===== src/rtl/n64_si_pif_dma_pkg.sv =====
// n64_pif_pkg: shared states and constants for the PIF RAM host-side DMA sequencer
package n64_pif_pkg;
    typedef enum logic [2:0] {IDLE, RD_ADDR, RD_OUT, WR, DONE} state_t;
    localparam logic [8:0] PIF_RAM_BASE_WORD = 9'h1F0;
    localparam int PIF_BLOCK_WORDS = 16;
    localparam logic DIR_READ = 1'b0;
    localparam logic DIR_WRITE = 1'b1;
endpackage


===== src/rtl/n64_si_pif_dma_if.sv =====
// n64_si_pif_dma_if: control, PIF RAM port-B and read/write stream signals
// master: the sequencer (drives busy/done, RAM address/write, rd stream, wr_ready)
// slave: the environment (drives start/dir, RAM read data, rd_ready, wr stream)
interface n64_si_pif_dma_if;
    logic        start;
    logic        dir;
    logic        busy;
    logic        done;
    logic [8:0]  ram_addr;
    logic        ram_wren;
    logic [31:0] ram_wdata;
    logic [31:0] ram_rdata;
    logic [31:0] rd_data;
    logic        rd_valid;
    logic        rd_ready;
    logic [31:0] wr_data;
    logic        wr_valid;
    logic        wr_ready;
    modport master (
        input  start, dir, ram_rdata, rd_ready, wr_data, wr_valid,
        output busy, done, ram_addr, ram_wren, ram_wdata, rd_data, rd_valid, wr_ready
    );
    modport slave (
        output start, dir, ram_rdata, rd_ready, wr_data, wr_valid,
        input  busy, done, ram_addr, ram_wren, ram_wdata, rd_data, rd_valid, wr_ready
    );
endinterface


===== src/rtl/n64_si_pif_dma.sv =====
// n64_si_pif_dma: moves the PIF RAM command block between port B and the SI DMA streams
// clk/reset: single clock, synchronous active-high reset
// bus: start/dir in, busy/done out, port-B RAM bus, rd stream out, wr stream in
module n64_si_pif_dma
    import n64_pif_pkg::*;
#(
    parameter logic [8:0] BASE_WORD = PIF_RAM_BASE_WORD,
    parameter int         WORDS     = PIF_BLOCK_WORDS
) (
    input logic              clk,
    input logic              reset,
    n64_si_pif_dma_if.master bus
);
    localparam int CW = $clog2(WORDS);
    state_t          r_state;
    logic [CW-1:0]   r_cnt;
    logic            r_busy;
    logic            r_done;
    logic            r_rd_valid;
    logic            r_wr_ready;
    logic            w_last;
    assign w_last        = r_cnt == CW'(WORDS - 1);
    assign bus.busy      = r_busy;
    assign bus.done      = r_done;
    assign bus.rd_valid  = r_rd_valid;
    assign bus.wr_ready  = r_wr_ready;
    assign bus.ram_addr  = BASE_WORD + 9'(r_cnt);
    assign bus.ram_wdata = bus.wr_data;
    // reset blocks a write in the aborting cycle so no word lands after the abort edge
    assign bus.ram_wren  = r_wr_ready & bus.wr_valid & ~reset;
    // address is held through RD_OUT, so the RAM's registered output is the beat data
    assign bus.rd_data   = r_rd_valid ? bus.ram_rdata : '0;
    always_ff @(posedge clk) begin
        if (reset) begin
            r_state    <= IDLE;
            r_cnt      <= '0;
            r_busy     <= 1'b0;
            r_done     <= 1'b0;
            r_rd_valid <= 1'b0;
            r_wr_ready <= 1'b0;
        end else begin
            r_done <= 1'b0;
            case (r_state)
                IDLE: if (bus.start) begin
                    r_state    <= (bus.dir == DIR_WRITE) ? WR : RD_ADDR;
                    r_wr_ready <= bus.dir == DIR_WRITE;
                    r_cnt      <= '0;
                    r_busy     <= 1'b1;
                end
                RD_ADDR: begin
                    r_state    <= RD_OUT;
                    r_rd_valid <= 1'b1;
                end
                RD_OUT: if (bus.rd_ready) begin
                    r_rd_valid <= 1'b0;
                    r_state    <= w_last ? DONE : RD_ADDR;
                    r_done     <= w_last;
                    if (!w_last) r_cnt <= r_cnt + 1'b1;
                end
                WR: if (bus.wr_valid) begin
                    r_wr_ready <= !w_last;
                    r_state    <= w_last ? DONE : WR;
                    r_done     <= w_last;
                    if (!w_last) r_cnt <= r_cnt + 1'b1;
                end
                DONE: begin
                    r_state <= IDLE;
                    r_busy  <= 1'b0;
                end
                default: r_state <= IDLE;
            endcase
        end
    end
endmodule


===== src/flat_wrapper.sv =====
// flat-port wrapper written by rule: the top's interface ports become plain ports
module n64_si_pif_dma_flat import n64_pif_pkg::*;
#(
    parameter logic [8:0] BASE_WORD = PIF_RAM_BASE_WORD,
    parameter int         WORDS     = PIF_BLOCK_WORDS
)
  (clk, reset, bus_start, bus_dir, bus_ram_rdata, bus_rd_ready, bus_wr_data, bus_wr_valid, bus_busy, bus_done, bus_ram_addr, bus_ram_wren, bus_ram_wdata, bus_rd_data, bus_rd_valid, bus_wr_ready);
  n64_si_pif_dma_if bus_i ();
  input logic clk;
  input logic reset;
  input wire logic [$bits(bus_i.start)-1:0] bus_start;
  input wire logic [$bits(bus_i.dir)-1:0] bus_dir;
  input wire logic [$bits(bus_i.ram_rdata)-1:0] bus_ram_rdata;
  input wire logic [$bits(bus_i.rd_ready)-1:0] bus_rd_ready;
  input wire logic [$bits(bus_i.wr_data)-1:0] bus_wr_data;
  input wire logic [$bits(bus_i.wr_valid)-1:0] bus_wr_valid;
  output wire logic [$bits(bus_i.busy)-1:0] bus_busy;
  output wire logic [$bits(bus_i.done)-1:0] bus_done;
  output wire logic [$bits(bus_i.ram_addr)-1:0] bus_ram_addr;
  output wire logic [$bits(bus_i.ram_wren)-1:0] bus_ram_wren;
  output wire logic [$bits(bus_i.ram_wdata)-1:0] bus_ram_wdata;
  output wire logic [$bits(bus_i.rd_data)-1:0] bus_rd_data;
  output wire logic [$bits(bus_i.rd_valid)-1:0] bus_rd_valid;
  output wire logic [$bits(bus_i.wr_ready)-1:0] bus_wr_ready;
  assign bus_i.start = bus_start;
  assign bus_i.dir = bus_dir;
  assign bus_i.ram_rdata = bus_ram_rdata;
  assign bus_i.rd_ready = bus_rd_ready;
  assign bus_i.wr_data = bus_wr_data;
  assign bus_i.wr_valid = bus_wr_valid;
  assign bus_busy = bus_i.busy;
  assign bus_done = bus_i.done;
  assign bus_ram_addr = bus_i.ram_addr;
  assign bus_ram_wren = bus_i.ram_wren;
  assign bus_ram_wdata = bus_i.ram_wdata;
  assign bus_rd_data = bus_i.rd_data;
  assign bus_rd_valid = bus_i.rd_valid;
  assign bus_wr_ready = bus_i.wr_ready;
  n64_si_pif_dma #(.BASE_WORD(BASE_WORD), .WORDS(WORDS)) u_core (.clk(clk), .reset(reset), .bus(bus_i));
endmodule

===== config.mk =====
export PLATFORM = sky130hd
export DESIGN_NAME = n64_si_pif_dma_flat
export DESIGN_NICKNAME = d
export VERILOG_FILES = /design/src/rtl/n64_si_pif_dma_pkg.sv /design/src/rtl/n64_si_pif_dma_if.sv /design/src/rtl/n64_si_pif_dma.sv /design/src/flat_wrapper.sv
export SDC_FILE = /design/constraint.sdc
export NUM_CORES = 1
export LEC_CHECK = 0
export BUFFER_PORTS_ARGS = -buffer_cell sky130_fd_sc_hd__buf_2
export CAP_MARGIN = 0
export CORE_MARGIN = 2
export CORE_UTILIZATION = 34
export DETAILED_ROUTE_END_ITERATION = 6
export PLACE_DENSITY = 0.87
export SLEW_MARGIN = 25
export SYNTH_ARGS = -nofsm -noshare
export SYNTH_HDL_FRONTEND = slang
export SYNTH_SLANG_ARGS = --single-unit

===== constraint.sdc =====
create_clock -name clk -period 3.45 [get_ports clk]
set_input_delay 0.69 -clock clk [delete_from_list [all_inputs] [get_ports clk]]
set_output_delay 0.69 -clock clk [all_outputs]
set_load 0.03 [all_outputs]

==> out/qor.yml <==
yosys_warnings: 0
status: "finished clean"
hold_buffers: 0
clock_skew_ns: 0.00719
min_from: "u_core.bus.busy$_SDFFE_PP0P_"
cts_buffers: 3
synth-seq-cells: 11
layout_commonest_cell: "buf_2"
cp_top_family: "flip-flops"
pre_cts_slack_ns: 1.52
top_usage_layer: "met2"
drive_above_1_share: 0.473
synth.distinct_cells: 31
rsz0062_at_grt: "false"
crit_path_start_kind: "register"
setup_ws_ns: 1.25
die_w_um: 60.7
syn_inst: 141
path_max_fanout: 35
ant_nets: 0
holdPathEnd: "u_core.bus.busy$_SDFFE_PP0P_"
met3_usage: 0.0320
tightest_slew_ns: 0.760
avgSynthCellArea_um2: 7.75
placed_area_um2: 1240
dr.pass1.iters: 4
post-route-period-util: 0.637
crit_path_top_delay_cell: "dfxtp_1"
reg2reg_depth: 5
nNetsFinal: 256
die_y_um: 60.7
avgViaCountPerCell: 4.41
r2r-end: "u_core.r_cnt[3]$_SDFFE_PP0P_"
finalSetupTns_ns: 0
final_core_util: 0.414
critical_path_class: "reg -> out"
peakVddDrop_mv: 0.172
cpPeakStageDelay_ns: 0.81
clock_path_buffers: 2
grt_pass1_wl_um: 3210
port-buffer-count: 78
initial_core_util: 0.358
reg2reg_slack_ns: 1.82
power.density_nw_per_um2: 308
wl_um: 2460
crit_path_end_kind: "output port"
grt_overflow: 0
required_ns: 2.76
hold_path.class: "reg -> reg"
p_leak_nw: 0.707
wire_per_inst_um: 10.8
setup_viol: 0
fmax_mhz: 455
tritoncts: "built"
holdWs_ns: 0.486
drc: 0
mostFrequentLayoutCells: "buf_2, and2_1, dfxtp_1"
routabilityCongestion: 0.825
coreArea_um2: 3050
ioPinCount: 148
hold_depth: 2
gr-usage-met2: 0.201
antennaDiodeCount: 0
vias: 1005
cp.arrival_ns: 1.51
cts_resized: 0
area_growth_pct: 15.8
grt_max_degree: 36
cts_sinks: 11
drv_cap: 0
hold_violations: 0
die_area_um2: 3680
grtUsageMet1: 0.125
yosysSeqAreaShare: 0.202
cts-root-buf: "clkbuf_4"
insertion_delay_ns: 0.27
slew_headroom: 0.493
rows: 20
antenna_found_initial: 0
track_usage: 0.115
final_max_slew_viol_count: 0
r2r-start: "u_core.r_cnt[0]$_SDFFE_PP0P_"
syn-cell-area_um2: 1090
cp_cell_sequence: "and2_1 -> buf_2"
drt_iter0_drc: 24
cts.htree.levels: 1
dpl.hpwl_um: 1940
layout_min_cycle_time_ns: 2.20
postCtsSetupBuffers: 0
critPathBufInv: 1
clk_pin_slew_ns: 0.07
final_area_um2: 1260
grt_pass1_vias: 795
## synth_stat cells (all sizes together)
cell type	count	area share
nor3	1	0.0046
nor2	8	0.027
o21a	1	0.0069
o21ai	6	0.027
clkbuf	4	0.014
mux2i	4	0.037
o2bb2ai	1	0.0080
o22ai	1	0.0057
or2	1	0.0057
a221oi	1	0.0080
nor4	3	0.017
dfxtp	11	0.20
nand3b	2	0.014
and3	1	0.0057
a21oi	5	0.023
nand2b	5	0.042
ha	1	0.011
and2	32	0.18
a41oi	1	0.0080
buf	39	0.27
nor2b	3	0.017
conb	1	0.0034
or3b	1	0.0080
or4b	1	0.013
mux2	1	0.010
inv	1	0.0034
nand3	2	0.0092
nand2	3	0.010
## where the power goes
part | internal [mW] | leakage [nW] | switching [mW]
clock | 0.0429 | 0.0177 | 0.0459
sequential | 0.134 | 0.0898 | 0.0176
combinational | 0.0571 | 0.599 | 0.0915
## flip-flops by register name, summed over array words and instances, names as in the netlist
name                 cells
u_core.bus.wr_ready      1
u_core.bus.rd_valid      1
u_core.r_cnt             4
u_core.r_state           3
u_core.bus.busy          1
u_core.bus.done          1
## metal layers
layer  vias up  wire length, um
li1        505                -
met1       450              965
met2        46             1260
met3         4              226
met4         0                6
met5         -                0
## kinds of logic (layout without fill, tap and decap cells)
family	Yosys count	after routing	synth area share
multiplexers	5	5	0.0470
other	1	5	0.00343
adder cells (fa/ha/maj)	1	1	0.0115
flip-flops	11	11	0.202
AND/OR/NAND/NOR	63	63	0.357
AO/OA/AOI/OAI	16	16	0.0871
buffers and inverters	44	83	0.292
## per-stage QoR
stage / power, mW / std cells
CTS: 0.394 / 228
global route: 0.419 / 228
floorplan: 0.332 / 145
global placement: 0.301 / 224
finish: 0.389 / 228
detailed placement: 0.303 / 224
## worst register-to-register path, cell delays in order (launching register included)
cell	delay, ns
dfxtp_1	0.35
ha_1	0.25
nand3_1	0.20
or4b_4	0.51
nand2b_4	0.15
o21ai_1	0.11
## area by class of cell
class                           count  area [um2]
Fill cell                         308        1790
Multi-Input combinational cell     90         568
Timing Repair Buffer               78         390
Sequential cell                    11         220
Tap cell                           44        55.1
Clock buffer                        3        22.5
Clock inverter                      1        5.00
Inverter                            1        3.75
## worst max path at each step
stage	from	to	slack, ns	cells past startpoint
after global placement	u_core.bus.rd_valid$_SDFFE_PP0P_	bus_rd_data[28]	1.54	2
final	u_core.bus.rd_valid$_SDFFE_PP0P_	bus_rd_data[6]	1.25	2
after global routing	u_core.bus.rd_valid$_SDFFE_PP0P_	bus_rd_data[30]	1.09	2
after CTS	u_core.bus.rd_valid$_SDFFE_PP0P_	bus_rd_data[28]	1.22	2
after floorplan	reset	bus_ram_wren	1.46	2
after detailed placement	u_core.bus.rd_valid$_SDFFE_PP0P_	bus_rd_data[28]	1.52	2
Power figures use the tool's default switching activity.
